$ cat src/rtl/pipelined_add_sub.sv
// Carry-pipelined WIDTH-bit adder/subtractor: one CHUNK-bit slice per register stage,
// with a single global stall (advance) shared by every stage and the output register.
module pipelined_add_sub #(
  parameter int WIDTH = 64,
  parameter int CHUNK = 4
) (
  input  logic             clk,
  input  logic             rst,
  input  logic             in_valid,
  output logic             in_ready,
  input  logic             op,
  input  logic [WIDTH-1:0] a,
  input  logic [WIDTH-1:0] b,
  input  logic             c_in,
  output logic             out_valid,
  input  logic             out_ready,
  output logic [WIDTH-1:0] sum,
  output logic             c_out,
  output logic             ovf,
  output logic             zero,
  output logic             neg
);

  localparam int STAGES = WIDTH / CHUNK;

  if (WIDTH % CHUNK != 0) begin : g_bad_params
    $error("pipelined_add_sub: WIDTH must be a multiple of CHUNK");
  end

  logic advance;

  // Per-stage registers: operands travel with the partial result so each stage sees its chunk.
  logic [STAGES-1:0][WIDTH-1:0] a_q, b_q, res_q;
  logic [STAGES-1:0]            carry_q, valid_q;
  logic                         ovf_q, zero_q, neg_q;

  logic [STAGES-1:0][WIDTH-1:0] src_a, src_b, src_res;
  logic [STAGES-1:0]            src_c, src_v;
  logic [STAGES-1:0][WIDTH-1:0] res_d;
  logic [STAGES-1:0]            carry_d;
  logic                         ovf_d, zero_d, neg_d, msb_carry;

  assign advance  = !valid_q[STAGES-1] || out_ready;
  assign in_ready = advance && !rst;

  // Subtraction is folded into stage 0 as a + ~b + !c_in; later stages only add.
  always_comb begin
    src_a   = '0;
    src_b   = '0;
    src_res = '0;
    src_c   = '0;
    src_v   = '0;
    src_a[0] = a;
    src_b[0] = op ? ~b : b;
    src_c[0] = op ? ~c_in : c_in;
    src_v[0] = in_valid;
    for (int k = 1; k < STAGES; k++) begin
      src_a[k]   = a_q[k-1];
      src_b[k]   = b_q[k-1];
      src_res[k] = res_q[k-1];
      src_c[k]   = carry_q[k-1];
      src_v[k]   = valid_q[k-1];
    end
  end

  always_comb begin
    logic [CHUNK:0] chunk_sum;
    res_d     = '0;
    carry_d   = '0;
    chunk_sum = '0;
    for (int k = 0; k < STAGES; k++) begin
      chunk_sum = {1'b0, src_a[k][k*CHUNK +: CHUNK]} + {1'b0, src_b[k][k*CHUNK +: CHUNK]}
                + {{CHUNK{1'b0}}, src_c[k]};
      res_d[k] = src_res[k];
      res_d[k][k*CHUNK +: CHUNK] = chunk_sum[CHUNK-1:0];
      carry_d[k] = chunk_sum[CHUNK];
    end
  end

  // Carry into the MSB is recovered from the MSB sum bit and its two operand bits.
  always_comb begin
    msb_carry = res_d[STAGES-1][WIDTH-1] ^ src_a[STAGES-1][WIDTH-1] ^ src_b[STAGES-1][WIDTH-1];
    ovf_d     = msb_carry ^ carry_d[STAGES-1];
    zero_d    = (res_d[STAGES-1] == '0);
    neg_d     = res_d[STAGES-1][WIDTH-1];
  end

  always_ff @(posedge clk or posedge rst) begin
    if (rst) begin
      a_q     <= '0;
      b_q     <= '0;
      res_q   <= '0;
      carry_q <= '0;
      valid_q <= '0;
      ovf_q   <= 1'b0;
      zero_q  <= 1'b0;
      neg_q   <= 1'b0;
    end else if (advance) begin
      a_q     <= src_a;
      b_q     <= src_b;
      res_q   <= res_d;
      carry_q <= carry_d;
      valid_q <= src_v;
      ovf_q   <= ovf_d;
      zero_q  <= zero_d;
      neg_q   <= neg_d;
    end
  end

  // The last stage's operand copies have no consumer.
  logic unused_last_ops;
  assign unused_last_ops = ^{a_q[STAGES-1], b_q[STAGES-1]};

  assign out_valid = valid_q[STAGES-1];
  assign sum       = res_q[STAGES-1];
  assign c_out     = carry_q[STAGES-1];
  assign ovf       = ovf_q;
  assign zero      = zero_q;
  assign neg       = neg_q;

endmodule

$ cat config.mk
export PLATFORM = sky130hd
export DESIGN_NAME = pipelined_add_sub
export DESIGN_NICKNAME = d
export VERILOG_FILES = /design/src/rtl/pipelined_add_sub.sv
export SDC_FILE = /design/constraint.sdc
export NUM_CORES = 2
export LEC_CHECK = 0
export BUFFER_PORTS_ARGS = -buffer_cell sky130_fd_sc_hd__buf_2
export CORE_UTILIZATION = 62
export DETAILED_ROUTE_END_ITERATION = 10
export PLACE_DENSITY = 0.91
export SYNTH_ARGS = -nofsm -noshare
export SYNTH_HDL_FRONTEND = slang
export SYNTH_SLANG_ARGS = --single-unit
$ cat constraint.sdc
create_clock -name clk -period 64.4 [get_ports clk]
set_clock_uncertainty 0.05 [all_clocks]
set_input_delay 12.88 -clock clk [delete_from_list [all_inputs] [get_ports clk]]
set_output_delay 12.88 -clock clk [all_outputs]
set_load 0.1 [all_outputs]
# Word-level counts from Yosys, hierarchy flattened
# Index checks and enable logic that the tools add are counted.
# W data, S select, Z words.
# totals
ram_bits	0
inputBits	134
romBits	0
word_cells	95
latchBits	0
ff_bits	2499
memories	0
out_inout_bits	70
# op_classes
bitwise	5
n_div	0
n_mul	0
shift	0
add_sub_neg	32
magnitude_cmp	0
reduce_logical	5
mux	2
eq_ne	0
# ops
cell	count
$add A4 B4 Y5	16
$add A5 B1 Y5	16
$logic_not A64 Y1	1
$mux W64	1
$not A64 Y64	1
$xor A1 B1 Y1	3
$logic_not A1 Y1	2
$logic_and A1 B1 Y1	1
$logic_or A1 B1 Y1	1
$mux W1	1
$not A1 Y1	1

# Logic depth before layout (Yosys ltp)
# depth
depth_word	5
depth_mapped	8
depth_no_buf	8

# Worst setup path before layout
# OpenSTA, ideal clock, no wires.
# synth_path
path_kind	input to output
from	input out_ready
to	output in_ready
t_arrival_ns	14.613
setup_slack_ns	36.857
t_required_ns	51.470
n_path_buf	3
path_stages	5
path_cell_list	nor2b_2 buf_6 buf_2 buf_2 nor2_1
# synth_via
elab_chain_len	2
# synth_rtl
item	line	text
from (decl)	16	input logic out_ready,
$logic_or A1 B1 Y1	43	assign advance = !valid_q[STAGES-1] || out_ready;
$logic_and A1 B1 Y1	44	assign in_ready = advance && !rst;
to (decl)	10	output logic in_ready,
# No other way between the ends.

# Worst setup path in the final report
# Ends and elaborated chain as after synthesis.

==> metrics <==
status=finished clean; H-tree Lvls=4; Rows=about 110; VDD IR max=~0.037 mV; Post-Synthesis Cells=between 6000 and 7000; DRC viols=0; first-pass GRT wire length=roughly 210000 um; total CTS buffers=150; DRT Pass-1 Iters=6; die height=316 um; Critical Path Max Stage Delay=~0.30 ns; placed insts=7884; nature of the critical path endpoint=output pin; final count of hold timing violations=0; initial antenna violation count=2; Reg clk slew, reported paths=~0.06 ns; Tmin final=26.58 ns; cts hold-fix bufs=0; total track usage=about a quarter; total power=between 3 and 4 mW; synthesized flop and latch total=1538; nets@finish=6974; Required @ worst endpoint=~51 ns; fin crit share=around two fifths; Horiz. Die Dim=between 300 and 400 um; Vias=around 43000; worst path cell trace=buf_2 > nor2b_4 > nor2_1 > buf_2; post-cts resize count=0; syn_area_per_cell=approximately 9.1 um2; Hold Crit Class=register to register; Final Max Slew Viols=0; routed vias/inst=approximately 5.3; crit-path max FO=2; Synth Area in Simple Gates=around 27%; CTS tree=done; Synth Area in Compound Gates=about 1.9%; area grow syn2layout=8.95%; Mapped Area=61000 um2; RSZ-0062 raised after global routing=no; CTS root buffer=clkbuf_16; number of global-route vias before repair=around 43000; Post-DRT Antenna Nets=0; Critical Path Most Common Cell=buf_2; ratio of cells with drive above 1 in the final layout=7.21%; routed length per instance=approximately 15 um; critical path arrival=around 14 ns; GPL Wtd Cong=0.816; Synth cell types=36; Placeable Area=roughly 97000 um2; max cap viols=0; Slew Limit Headroom=between 10% and 20%; Starting Density=between 60% and 70%; I/O pin total=204; adder-cell share of the synthesized area=2.03%; Final setup viols=0; Die ar.=roughly 100000 um2; syn nets=slightly below 7000; Buf/Inv on CP=2; largest family of logic cells by synthesized area=simple AND/OR/NAND/NOR gates; clock sink count=between 1500 and 2000; post-DP HPWL=roughly 69000 um; post-synthesis sequential area ratio=between 60 and 70%; mux cell area share after synthesis=0%; Post-Layout Cell Count=between 8000 and 9000; Post-Route WL=approximately 120000 um; Synth Area in XOR/XNOR=roughly 1.2%; Post-CTS Setup Bufs=0; # port buffers=slightly above 200; slowest library cell on the worst path=buf_2; Max Freq=roughly 38 MHz; Worst Hold Margin=~0.4 ns; clock tree buffer depth=3; total grt overflow=0; Leakage Power=~36 nW; Worst-Skew Late Latency=0.76 ns; Worst Max-Slew Pin Slew=~1.3 ns; final core utilization=about two thirds; initial DRC count=~4700; CP Launch Type=input port; largest net degree at the start of global routing=a little under 300; worst setup path class=input port to output pin; Fin Setup TNS=0 ns; Crit path max-delay family=buffers and inverters; pwr dens=roughly 53 nW/um2; Synth warnings=0
[worst paths after layout]
| path | from | endpoint | slack (ns) | cells past startpoint |
|---|---|---|---|---|
| min | a_q[354] | a_q[418] | 0.40 | 2 |
| max in group asynchronous | rst | b_q[6] | 47.75 | 6 |
| min in group asynchronous | rst | a_q[123] | 12.28 | 2 |
| max | out_ready | in_ready | 37.82 | 4 |
| max reg2reg | valid_q[15] | b_q[49] | 57.83 | 9 |
| min reg2reg | a_q[354] | a_q[418] | 0.40 | 2 |
[Yosys cell counts, drive strengths merged]
| cell type | n | area [um2] |
|---|---|---|
| buf | 320 | 2350 |
| a31oi | 1 | 6.26 |
| nand2 | 4299 | 16100 |
| xnor2 | 75 | 657 |
| o21ai | 118 | 591 |
| a22oi | 1 | 7.51 |
| and3 | 1 | 6.26 |
| nor4 | 16 | 100 |
| nor2 | 25 | 93.8 |
| a21oi | 34 | 170 |
| a21boi | 15 | 113 |
| o31ai | 16 | 120 |
| a32o | 1 | 10.0 |
| or2 | 1 | 6.26 |
| nand2b | 2 | 12.5 |
| o211a | 1 | 10.0 |
| fa | 32 | 641 |
| nor2b | 17 | 109 |
| nand4 | 4 | 25.0 |
| xor2 | 7 | 61.3 |
| nor3b | 15 | 113 |
| inv | 75 | 282 |
| a211o | 1 | 8.76 |
| a211oi | 14 | 105 |
| nand3 | 2 | 10.0 |
| a21o | 1 | 7.51 |
| clkbuf | 30 | 185 |
| dfrtp | 1538 | 38500 |
| ha | 48 | 601 |
[state kept, by name (all words and copies together) (netlist names)]
register,flops
res_d,480
ovf,1
a_q,480
sum,64
valid_q,16
b_q,480
zero,1
carry_q,16
[layer usage]
layer / vias to the layer above / part of all wire (%) / global-route usage, %
met1: 21300 / 42 / 34.2
met3: 307 / 5.4 / 4.26
met5: - / 0 / 0
met4: 0 / 3.3 / 9.72
li1: 20500 / - / -
met2: 1349 / 50 / 42.1
[report_power, final]
group,switching (mW),internal [mW]
logic,0.682,0.300
clock network,0.367,0.502
registers,0.262,1.40
[worst reg2reg max path: cells and delay by family (launching register included)]
| family | cells | cell delay, ns |
|---|---|---|
| buf+inv | 7 | 5.13 |
| compound gates | 1 | 0.49 |
| flops | 1 | 0.41 |
| simple gates | 1 | 0.33 |
[logic make-up after synthesis]
group,after synthesis
DFF,1538
xor gates and xnor gates,82
and+or+nand+nor,4382
AOI/OAI and AO/OA,203
buffers and inverters,425
adders and majority gates,80
[stage by stage]
stage / worst slack (ns) / instance area [um2]
after floorplan: 8.08 / 61000
after global routing: 37.79 / 66500
final: 37.82 / 66500
after detailed placement: 37.80 / 61500
after global placement: 37.78 / 61500
after CTS: 37.79 / 66500
[area by class of cell]
| cell class | instances | area, um2 |
|---|---|---|
| fillers | 6541 | 30700 |
| repair buffers | 248 | 1420 |
| well taps | 1276 | 1600 |
| diodes | 1 | 2.50 |
| multi-input cells | 4747 | 19700 |
| inverters | 75 | 289 |
| flip-flops and latches | 1538 | 38500 |
| clock buffers | 226 | 4510 |
| clock inverters | 50 | 444 |
[cell usage in the layout, fill, tap and decap left out, drive strengths merged, types with 17 or more instances in the layout]
cell and count:
ha 48, nor2 25, clkinv 34, o21ai 118
fa 32, clkbuf 226, buf 248, nor2b 17
dfrtp 1538, nand2 4299, a21oi 34, inv 84
xnor2 75
Power figures use the tool's default switching activity.
